`src/rtl/fetch_ctrl.sv`:
```
// Instruction fetch controller: owns the PC, runs the imem request handshake,
// and applies branch/exception redirects without breaking an outstanding request.
//
// state | meaning
// IDLE  | first cycle out of reset, no request issued
// FETCH | issuing a request at PC (withheld while decode stalls)
// WAIT  | request outstanding, memory not yet ready
// REDIR | request outstanding, redirect target latched until memory completes
module fetch_ctrl #(
    parameter logic [63:0] RESET_PC   = 64'h0,
    parameter logic [63:0] EXC_VECTOR = 64'hD8
) (
    input  logic        clk,
    input  logic        reset,
    input  logic        PCSrc_F,
    input  logic [63:0] PCBranch_F,
    input  logic        exc_req,
    input  logic        stall_F,
    input  logic        imem_ready,
    output logic        imem_req,
    output logic [63:0] imem_addr_F,
    output logic        instr_valid_F,
    output logic        flush_D,
    output logic [31:0] fetch_count
);

    typedef enum logic [1:0] {
        IDLE  = 2'd0,
        FETCH = 2'd1,
        WAIT  = 2'd2,
        REDIR = 2'd3
    } state_t;

    state_t      state;
    logic [63:0] pc;
    logic [63:0] redir_pc;
    logic        redirect;
    logic [63:0] target;

    assign redirect    = exc_req | PCSrc_F;
    assign target      = exc_req ? EXC_VECTOR : PCBranch_F;
    assign imem_addr_F = pc;

    // Outputs depend on this cycle's handshake, so they are decoded from state and inputs.
    always_comb begin
        imem_req      = 1'b0;
        instr_valid_F = 1'b0;
        flush_D       = 1'b0;
        case (state)
            FETCH: begin
                imem_req = !stall_F;
                if (redirect)
                    flush_D = 1'b1;
                else if (!stall_F && imem_ready)
                    instr_valid_F = 1'b1;
            end
            WAIT: begin
                imem_req = 1'b1;
                if (redirect)
                    flush_D = 1'b1;
                else if (imem_ready && !stall_F)
                    instr_valid_F = 1'b1;
            end
            REDIR: begin
                imem_req = 1'b1;
                flush_D  = redirect;
            end
            default: begin
                imem_req = 1'b0;
            end
        endcase
    end

    always_ff @(posedge clk or posedge reset) begin
        if (reset) begin
            state    <= IDLE;
            pc       <= RESET_PC;
            redir_pc <= 64'h0;
        end else begin
            case (state)
                IDLE: state <= FETCH;
                FETCH: begin
                    if (redirect) begin
                        if (!imem_req || imem_ready) begin
                            pc <= target;
                        end else begin
                            redir_pc <= target;
                            state    <= REDIR;
                        end
                    end else if (!stall_F) begin
                        if (imem_ready)
                            pc <= pc + 64'd4;
                        else
                            state <= WAIT;
                    end
                end
                WAIT: begin
                    if (redirect) begin
                        if (imem_ready) begin
                            pc    <= target;
                            state <= FETCH;
                        end else begin
                            redir_pc <= target;
                            state    <= REDIR;
                        end
                    end else if (imem_ready) begin
                        // A stalled completion is dropped and the same address re-fetched.
                        if (!stall_F)
                            pc <= pc + 64'd4;
                        state <= FETCH;
                    end
                end
                REDIR: begin
                    if (imem_ready) begin
                        pc    <= redirect ? target : redir_pc;
                        state <= FETCH;
                    end else if (redirect) begin
                        redir_pc <= target;
                    end
                end
                default: state <= IDLE;
            endcase
        end
    end

    always_ff @(posedge clk or posedge reset) begin
        if (reset)
            fetch_count <= 32'h0;
        else if (instr_valid_F && fetch_count != 32'hFFFF_FFFF)
            fetch_count <= fetch_count + 32'd1;
    end

endmodule
```
`config.mk`:
```
export PLATFORM = sky130hd
export DESIGN_NAME = fetch_ctrl
export DESIGN_NICKNAME = d
export VERILOG_FILES = /design/src/rtl/fetch_ctrl.sv
export SDC_FILE = /design/constraint.sdc
export NUM_CORES = 1
export LEC_CHECK = 0
export CAP_MARGIN = 25
export CORE_ASPECT_RATIO = 0.5
export CORE_UTILIZATION = 40
export CTS_BUF_LIST = sky130_fd_sc_hd__clkbuf_4 sky130_fd_sc_hd__clkbuf_8
export DETAILED_ROUTE_END_ITERATION = 12
export PLACE_DENSITY = 0.61
export SLEW_MARGIN = 10
export SYNTH_ARGS = -nofsm -noshare
export SYNTH_HDL_FRONTEND = slang
export SYNTH_SLANG_ARGS = --single-unit
```
`constraint.sdc`:
```
create_clock -name clk -period 14.8 [get_ports clk]
set_input_delay 3.7 -clock clk [delete_from_list [all_inputs] [get_ports clk]]
set_output_delay 3.7 -clock clk [all_outputs]
set_load 0.01 [all_outputs]
```
# After elaboration in Yosys (flattened, before gate mapping)
# Index checks and enable logic that the tools add are counted.
# totals
reg_bits	162
word_cells	68
output_inout_bits	99
in_bits	70
# op_classes
n_reduce_logical	12
n_bitwise	1
n_addsub	2
eq_ne	17
mux	32
# op_table
op	n
64-bit two-way mux	16
64-bit case mux with 3 select lines	2
64-bit by 3-bit adder with 64-bit output (second input constant)	1
32-bit by 1-bit adder with 32-bit output (second input constant)	1
32-bit inequality test (second input constant)	1
3-bit inequality test (second input constant)	6
2-bit two-way mux	7
2-bit inequality test (second input constant)	7
2-bit case mux with 4 select lines	1
7-bit AND reduction	1
6-bit AND reduction	1
2-bit == test (second input constant)	2
1-bit two-way mux	4
1-bit case mux with 2 select lines	2
2-bit OR reduction	2
3-bit AND reduction	1
3-bit nonzero test	1
2-bit by 1-bit == test with 1-bit output (second input constant)	1
1-bit logical AND	2
1-bit zero test	2
2-bit zero test	1
1-bit logical OR	1
1-bit bitwise OR	1

# Longest topological paths before layout
# logic_depth
depth_word	8
ltp_mapped	10
ltp_nobuf	8

# Worst setup path after synthesis
# Ideal clock, no wire load.
# synth_timing
path_type	input to output
from	input PCSrc_F
to	output instr_valid_F
n_path_buf	1
required_ns	11.100
cell_stages	4
slack_ns	6.645
arrival_time_ns	4.455
cell_sequence	clkbuf_1 -> nor2_1 -> nand3_1 -> inv_1
# synth_between
elab_chain_len	3
# synth_rtl
item	line_no	text
start, declared	15	input logic PCSrc_F,
1-bit bitwise OR	40	assign redirect = exc_req | PCSrc_F;
1-bit two-way mux	59	if (redirect)
1-bit two-way mux	--	
end, declared	22	output logic instr_valid_F,
# Every way passes these cells.

# Worst setup path in the final report
# Ends and elaborated chain as after synthesis.

==> impl_metrics.py <==
metrics = {
    "synth": {
        "yosys.area.top_type": "dfrtp_1",
        "synth_flop_cell": "dfrtp_1",
        "synth_top_area_frac": 0.450,
        "ys_types": 66,
        "netlist_instances": 1012,
        "yosysWarnings": 0,
        "yosysMostFrequentCell": "dfrtp_1",
        "ys_ff_latch": 162,
        "syn-cell-area_um2": 9010,
        "yosysSeqAreaShare": 0.450,
        "syn_area_per_cell_um2": 8.91,
        "synthTopCellsByArea": "dfrtp_1 (45%), o21ai_0 (6.1%), a22o_1 (5.8%)",
        "syn_nets": 1089,
        "async_flop_share": 1.00,
        "synthTopCellsByCount": "dfrtp_1 (162), o21ai_0 (109), nand2_1 (104), nor2_1 (87), clkbuf_1 (64)",
        "synth_edf_count": 0,
    },
    "timing": {
        "finalSetupTns_ps": 0,
        "hold_viol_final": 0,
        "setup_violations": 0,
        "max_freq_mhz": 108,
        "hold_ws_ps": 481,
        "tightest_slew_ps": 990,
        "drv_slew": 0,
        "rsz0062_at_grt": "no",
        "finalClockSkew_ps": 21.7,
        "layout_min_cycle_time_ps": 9290,
        "period_share": 0.628,
        "max_slew_margin": 0.334,
    },
    "hold_path": {
        "min_from": "redir_pc[3]$_DFFE_PP0P_",
        "hold_depth": 2,
        "hold_path.class": "reg -> reg",
        "hold_end": "redir_pc[3]$_DFFE_PP0P_",
    },
    "placement": {
        "dp_hpwl_mm": 19.7,
        "post-place-cells": 1419,
        "portBuffers": 168,
        "gp_congestion": 0.890,
    },
    "clock_tree": {
        "cts_resized": 0,
        "cts_made_buffers": 17,
        "clock-sinks": 162,
        "clockBufferDepth": 2,
        "cts.clk_slew.worst_paths_ps": 80,
        "clk-insertion-delay-late_ps": 500,
        "clock_tree.htree_level_count": 4,
        "postCtsSetupBuffers": 0,
        "cts_hold_buf": 0,
        "cts_root_buf": "clkbuf_8",
        "cts_tree": "done",
    },
    "critical_path": {
        "crit_type": "in -> out",
        "crit_required_ps": 11100,
        "worstSetupStartpoint": "PCSrc_F",
        "r2r-start": "imem_addr_F[2]$_DFFE_PP0P_",
        "cp.arrival_ps": 5590,
        "crit_path_start_kind": "input port",
        "rr_worst_depth": 7,
        "crit_fanout": 63,
        "cp-end-kind": "output pin",
        "r2r_slack_ps": 11640,
        "r2r-end": "imem_addr_F[54]$_DFFE_PP0P_",
    },
    "die": {
        "fp.dieH_um": 108,
        "num_io_pins": 169,
        "row_count": 38,
        "fp.dieW_um": 214,
        "core_area_um2": 21900,
        "die-area_um2": 23200,
        "start_util": 0.412,
    },
    "drt": {
        "vias": 8570,
        "drt_wl_total_mm": 29.3,
        "post-route-drc-count": 0,
        "drtAntennaViolNets": 0,
        "drt-vias-per-instance": 5.91,
        "drt_iter0_markers": 800,
        "drt-pass1-iter-count": 5,
        "wl_per_cell_um": 20.2,
    },
    "final_layout": {
        "layout.nets": 1215,
        "fin_cells": 1450,
        "seq_area_um2": 4050,
        "drive_gt1_frac": 0.0609,
        "utilization": 0.518,
        "insertedDiodeCount": 0,
        "fill_cells": 2051,
        "syn_to_final_growth_pct": 25.6,
        "multi_input_area_um2": 4600,
    },
    "global_route": {
        "first_global_vias": 7930,
        "grt_pass1_wl_mm": 45.8,
        "overflow": 0,
        "grt_max_degree": 101,
        "antenna_found_initial": 2,
        "grt_usage": 0.256,
    },
    "power": {
        "power.total_mw": 2.01,
        "static-leakage-power_nw": 4.60,
        "vdd_drop_max_uv": 90.8,
        "power_density_nw_per_um2": 177,
    },
    "status": {
        "outcome": "completed",
    },
    "run": {
        "cap_violations": 0,
    },
}
worst max-delay path: stages:
cell and delay [ps]:
buf_2 100, buf_4 320, nor2_1 460, nand3_1 260, inv_1 150, clkdlybuf4s50_1 570
stage by stage:
stage / area (µm²) / worst slack (ps)
floorplan: 9010 / 6640
global placement: 10900 / 5540
detailed placement: 10900 / 5520
CTS: 11300 / 5500
global route: 11300 / 5380
finish: 11300 / 5510
routing by layer:
| metal | routed length (µm) | GRT usage | vias to the layer above |
|---|---|---|---|
| li1 | - | - | 3999 |
| met1 | 13200 | 0.362 | 4239 |
| met2 | 13400 | 0.388 | 295 |
| met3 | 2250 | 0.0591 | 35 |
| met4 | 442 | 0.0816 | 2 |
| met5 | 17 | 0 | - |
where the power goes:
part	internal [mW]	switching, mW	leakage [nW]
combinational	0.384	0.467	2.25
sequential	0.610	0.191	2.14
clock	0.177	0.177	0.210
cells by family (layout without fill, tap and decap cells):
kind of cell             count (synthesis)  after routing  synth area share
AND/OR/NAND/NOR                        363            363             0.202
buffers and inverters                   93            231            0.0414
flip-flops                             162            162             0.450
multiplexers                             9              9            0.0104
AO/OA/AOI/OAI                          340            340             0.250
XOR/XNOR                                38             38            0.0369
adder cells (fa/ha/maj)                  7              7           0.00972
how the worst max path moves through the flow:
| stage | depth (start not counted) | endpoint |
|---|---|---|
| 2_1_floorplan | 4 | instr_valid_F |
| 3_3_place_gp | 6 | instr_valid_F |
| 3_5_place_dp | 6 | instr_valid_F |
| 4_1_cts | 6 | instr_valid_F |
| 5_1_grt | 6 | instr_valid_F |
| 6_report | 6 | instr_valid_F |
sequential cells by signal, indices dropped and copies added, names as in the netlist:
signal       count
state            2
imem_addr_F     64
fetch_count     32
redir_pc        64
layout by cell type (no fill, tap or decap), types with 7 or more instances in the layout:
cell and instances:
buf_4 13, a22o_1 60, o311ai_0 7, ha_1 7, nand3_1 37, clkdlybuf4s50_1 166
nor2_1 87, dfrtp_1 162, and3_1 20, xnor2_1 22, a31oi_1 24, a221oi_1 13
o21ai_0 109, a21oi_1 54, clkbuf_8 20, nand2_1 104, nand2b_1 8, a22oi_1 33
nor4_1 10, inv_1 15, and4_1 12, nor3_1 18, and2_1 13, nand4_1 22
xor2_1 16
layout make-up:
type,instances,share of cell area
clock buffers,20,0.0243
clock inverters,11,0.0119
inverters,16,0.00575
multi-input cells,757,0.406
flip-flops and latches,162,0.358
well taps,300,0.0332
repair buffers,184,0.160
Power figures use the tool's default switching activity.
